### src/rtl/ram_sp_arb2.sv
// Round-robin arbiter for two requesters sharing one single-port synchronous RAM.
// Requests are granted combinationally; read data returns one cycle after acceptance with no response backpressure.
module ram_sp_arb2 #(
  parameter int WIDTH = 8,
  parameter int DEPTH = 256,
  localparam int AW = $clog2(DEPTH)
) (
  input  logic             clk,
  input  logic             rst,
  input  logic             s0_valid,
  output logic             s0_ready,
  input  logic             s0_we,
  input  logic [AW-1:0]    s0_addr,
  input  logic [WIDTH-1:0] s0_wdata,
  output logic             s0_rvalid,
  output logic [WIDTH-1:0] s0_rdata,
  input  logic             s1_valid,
  output logic             s1_ready,
  input  logic             s1_we,
  input  logic [AW-1:0]    s1_addr,
  input  logic [WIDTH-1:0] s1_wdata,
  output logic             s1_rvalid,
  output logic [WIDTH-1:0] s1_rdata,
  output logic             ram_cen,
  output logic             ram_wen,
  output logic [AW-1:0]    ram_addr,
  output logic [WIDTH-1:0] ram_din,
  input  logic [WIDTH-1:0] ram_dout
);

  typedef struct packed {
    logic             we;
    logic [AW-1:0]    addr;
    logic [WIDTH-1:0] wdata;
  } req_t;

  logic last;
  logic rd_pend;
  logic rd_id;
  logic gnt0;
  logic gnt1;
  req_t req_sel;

  // last==1 means port 1 was served most recently, so port 0 wins a tie.
  assign gnt0 = !rst && s0_valid && (!s1_valid || last);
  assign gnt1 = !rst && s1_valid && (!s0_valid || !last);

  assign s0_ready = gnt0;
  assign s1_ready = gnt1;

  always_comb begin
    req_sel = '0;
    if (gnt0) begin
      req_sel = '{we: s0_we, addr: s0_addr, wdata: s0_wdata};
    end else if (gnt1) begin
      req_sel = '{we: s1_we, addr: s1_addr, wdata: s1_wdata};
    end
  end

  always_comb begin
    ram_cen  = 1'b1;
    ram_wen  = 1'b1;
    ram_addr = '0;
    ram_din  = '0;
    if (gnt0 || gnt1) begin
      ram_cen  = 1'b0;
      ram_wen  = !req_sel.we;
      ram_addr = req_sel.addr;
      ram_din  = req_sel.wdata;
    end
  end

  always_ff @(posedge clk) begin
    if (rst) begin
      last    <= 1'b1;
      rd_pend <= 1'b0;
      rd_id   <= 1'b0;
    end else begin
      if (gnt0 || gnt1) begin
        last <= gnt1;
      end
      rd_pend <= (gnt0 || gnt1) && !req_sel.we;
      rd_id   <= gnt1;
    end
  end

  // RAM output register and rd_pend advance on the same edge, so no extra data stage.
  assign s0_rvalid = rd_pend && !rd_id;
  assign s1_rvalid = rd_pend && rd_id;
  assign s0_rdata  = ram_dout;
  assign s1_rdata  = ram_dout;

endmodule
### config.mk
export PLATFORM = sky130hd
export DESIGN_NAME = ram_sp_arb2
export DESIGN_NICKNAME = d
export VERILOG_FILES = /design/src/rtl/ram_sp_arb2.sv
export SDC_FILE = /design/constraint.sdc
export NUM_CORES = 1
export LEC_CHECK = 0
export ABC_AREA = 0
export CAP_MARGIN = 5
export CORE_UTILIZATION = 31
export DETAILED_ROUTE_END_ITERATION = 7
export GPL_ROUTABILITY_DRIVEN = 1
export GPL_TIMING_DRIVEN = 0
export PLACE_DENSITY = 0.87
export SLEW_MARGIN = 20
export SYNTH_ARGS = -nofsm -noshare
export SYNTH_HDL_FRONTEND = slang
export SYNTH_SLANG_ARGS = --single-unit
### constraint.sdc
create_clock -name clk -period 3.25 [get_ports clk]
set_input_delay 0.4875 -clock clk [delete_from_list [all_inputs] [get_ports clk]]
set_output_delay 0.4875 -clock clk [all_outputs]
set_load 0.1 [all_outputs]
; ---- After elaboration in Yosys (flattened, before gate mapping)
; Cells that the tools add are included.
[word_totals]
register_bits = 3
mem_count = 0
ram_bits = 0
inputBits = 46
out_inout_bits = 38
rom_bits = 0
word_cells = 25
latch_bits = 0
[op_classes]
magnitude_cmp = 0
n_addsub = 0
eq_ne = 0
shift = 0
n_reduce_logical = 16
mul = 0
mux = 6
n_bitwise = 0
div = 0
[op_table]
columns = cell, count
row1 = two-way mux 17 bit, 2
row2 = two-way mux 8 bit, 2
row3 = logical AND 1 bit, 7
row4 = zero test 1 bit, 6
row5 = logical OR 1 bit, 3
row6 = two-way mux 1 bit, 2

; ---- Depth between registers and ports, before layout
[depth]
word_depth = 7
ltp_mapped = 4
ltp_nobuf = 2

; ---- Worst setup path before layout
; Ideal clock, no wire load.
[synth_path]
path_kind = input to output
start = in s1_valid
end = out ram_addr[7]
arrival_ns = 3.074
path_slack_ns = -0.311
path_stages = 3
n_path_buf = 1
required_ns = 2.762
path_cell_list = nor2b_1 buf_6 o32ai_1
[synth_between]
elab_chain_cells = 5
elab_cells_between_ends = 9
cone_classes = mux (3) / reduce/logical (6)
[synth_lines]
columns = element, line
row1 = from (decl), 17  ; input logic s1_valid,
row2 = logical AND 1 bit / zero test 1 bit (equally long branches), "46, 45"
row3 = logical AND 1 bit / logical OR 1 bit (equally long branches), "46, 45"
row4 = two-way mux 17 bit / logical AND 1 bit (equally long branches), "55, 45"
row5 = two-way mux 17 bit / logical OR 1 bit (equally long branches), "53, 65"
row6 = two-way mux 8 bit (*), 65  ; if (gnt0 || gnt1) begin
row7 = to (decl), 26  ; output logic [AW-1:0] ram_addr,
; Every way passes the cells marked *; elsewhere a longest branch is shown, timed or not.

; ---- Worst setup path after layout
[layout_path]
start = in s0_valid
end = out s0_ready
[layout_between]
elab_chain_cells = 2
[layout_lines]
columns = element, line
row1 = from (decl), 10  ; input logic s0_valid,
row2 = logical AND 1 bit (2 in a row), 45  ; assign gnt0 = !rst && s0_valid && (!s1_valid || last);
row3 = to (decl), 11  ; output logic s0_ready,
; No other way between the ends.

==> results.toml <==
[run_status]
status = "complete, no violations"

[clock_tree]
cts_buffers = 3
clockBufferDepth = 2
clock_sinks = 3
holdBufCountCts = 0
clock_latency_ns = 0.24
clk_pin_slew_worst_paths_ns = 0.04
cts_root_buf = "clkbuf_4"
h-tree-depth = 1
cts_tree = "done"

[place]
post_dp_cell_area_um2 = 1590
io_buffers = 75
place_congestion = 0.678
dp_hpwl_mm = 2.15
dp_slack_ns = -0.0822

[grt]
grt_pass1_wl_mm = 3.92
grt_max_degree = 11
grt_remaining_overflow = 0
antenna_found_initial = 0
grtUsageTotal_pct = 18.6
grt_pass1_vias = 991

[floorplanning]
die-area_um2 = 2780
initial_core_util_pct = 32.5
die_h_um = 52.7
ios = 84
coreArea_um2 = 2450
placementRows = 18
dieWidth_um = 52.7

[pwr]
p_leak_uw = 0.000672
p_per_area_nw_per_um2 = 312
peakVddDrop_mv = 0.218

[detailed_routing]
vias = 991
drt-pass1-iter-count = 4
drc = 0
avgRoutedWirePerCell_um = 12.9
drt_iter0_drc = 9
vias_per_cell = 4.88
postRouteWirelength_mm = 2.63
ant_nets = 0

[logic_synthesis]
yosys.area_share.simple_pct = 32.5
synth_xor_xnor_area_share_pct = 0
yosysWarningCount = 0
ys_types = 22
synth_compound_area_share_pct = 32.7
syn-cell-area_um2 = 797
synth_fa_ha_area_share_pct = 0
synth_top_family_by_area = "compound AO/OA/AOI/OAI gates"
synth.net_count = 140
avgSynthCellArea_um2 = 8.48
synth-seq-cells = 3
netlist_instances = 94
synth-seq-area-share_pct = 7.54
yosysTopAreaCellShare_pct = 25.1
synthTopCellsByArea = "nand2b_1 25%, o32ai_2 18%, buf_4 15%"
synth_top_area_cell = "nand2b_1"
synthMuxAreaShare_pct = 0

[finish]
nets = 220
nFillCells = 230
diodes = 0
area_growth_pct = 100
fin_area_um2 = 1600
drive_above_1_share_pct = 22.5

[timing]
setup_violations = 0
fin_crit_sh_pct = 98.5
slew-limit-headroom_pct = 33.8
skew_ns = 0.00606
max_clock_freq_mhz = 312
final.setup.tns_ns = 0
finalCriticalPeriod_ns = 3.20
tightest_slew_ns = 0.989
drv_slew = 0
rsz0062_at_grt = "no"
finalHoldViolCount = 0
fin_ws_ns = 0.0474

[critical_path]
worst-r2r-setup-slack_ns = 2.14
worst_ep_arrival_time_ns = 2.72
cp-startpoint = "s0_valid"
critPathKind = "in -> out"
cp_max_fo = 10
required_ns = 2.76
cp-start-kind = "primary input"
cp-end-kind = "output port"
reg2reg_from = "last"

[hold_path]
hp-start = "last"
worstHoldPathType = "reg -> reg"

[run]
maxCapViolCount = 0
layer usage:
| layer | vias to the layer above | global-route usage, % | share of wire [%] |
|---|---|---|---|
| met5 | - | 0 | 0 |
| met2 | 45 | 39.5 | 55 |
| li1 | 475 | - | - |
| met1 | 471 | 17.1 | 37 |
| met3 | 0 | 3.77 | 8.4 |
| met4 | 0 | 5.26 | 0 |
final cells by class:
type | instances | area, um^2 | area share [%]
Sequential cell | 3 | 60.1 | 3.76
Multi-Input combinational cell | 65 | 524 | 32.8
Inverter | 1 | 3.75 | 0.235
Timing Repair Buffer | 75 | 732 | 45.8
Tap cell | 30 | 37.5 | 2.35
Buffer | 25 | 214 | 13.4
Clock buffer | 4 | 26.3 | 1.64
Yosys cell counts:
library cell and instances:
nor3_1 1, nor2_1 4, buf_12 1, inv_2 1
dfxtp_1 3, nor2b_1 4, or2b_1 1, o32ai_1 7
buf_2 2, o32ai_2 9, a21bo_2 1, a32o_1 1
nand2b_1 32, a21boi_0 1, a32oi_1 1, clkbuf_1 1
a211o_1 1, buf_8 1, buf_4 16, buf_6 4
and2_1 1, o21bai_1 1
sequential cells by signal, summed over array words and instances (netlist names):
name     cells
last         1
rd_id        1
rd_pend      1
per-stage QoR:
stage          total power [uW]  instances  utilization [%]  hold slack [ns]
2_1_floorplan               333         94                -            0.495
3_3_place_gp                439        199             64.8            0.530
3_5_place_dp                444        199             64.8            0.544
4_1_cts                     501        203             65.0            0.565
5_1_grt                     515        203             65.1            0.589
6_report                    498        203             65.1            0.573
logic make-up (layout without fill, tap and decap cells):
group,count (synthesis),in the layout
AND/OR/NAND/NOR,43,43
flip-flops,3,3
AO/OA/AOI/OAI,22,22
buffers and inverters,26,105
placed cells by master, fill, tap and decap left out, types with 4 or more instances in the layout:
master / n
buf_4: 16
buf_6: 4
clkdlybuf4s50_1: 57
dlygate4sd2_1: 17
nand2b_1: 32
nor2_1: 4
nor2b_1: 4
o32ai_1: 7
o32ai_2: 9
critical path, stage by stage:
cell	delay, ns
clkdlybuf4s50_1	0.59
inv_2	0.14
buf_6	0.18
nor3_2	0.17
clkdlybuf4s50_1	1.14
worst paths after layout:
kind	endpoint	cells after the start
setup / recovery	s0_ready	5
hold / removal	last	1
setup reg to reg	last	4
hold reg to reg	last	1
timing repair:
action                                  in CTS  in global routing
buffers inserted                             0                  0
endpoints found under the setup margin      17                  1
hold endpoints to repair                     0                  0
pin swaps                                    0                  0
gates resized for setup                     17                  1
power by group:
| part | leakage, uW | internal, uW | switching [uW] |
|---|---|---|---|
| Clock | 0.0000150 | 46.1 | 20.8 |
| Combinational | 0.000632 | 124 | 265 |
| Sequential | 0.0000249 | 39.6 | 2.11 |
| Total | 0.000672 | 210 | 288 |
(Power assumes the default switching activity.)
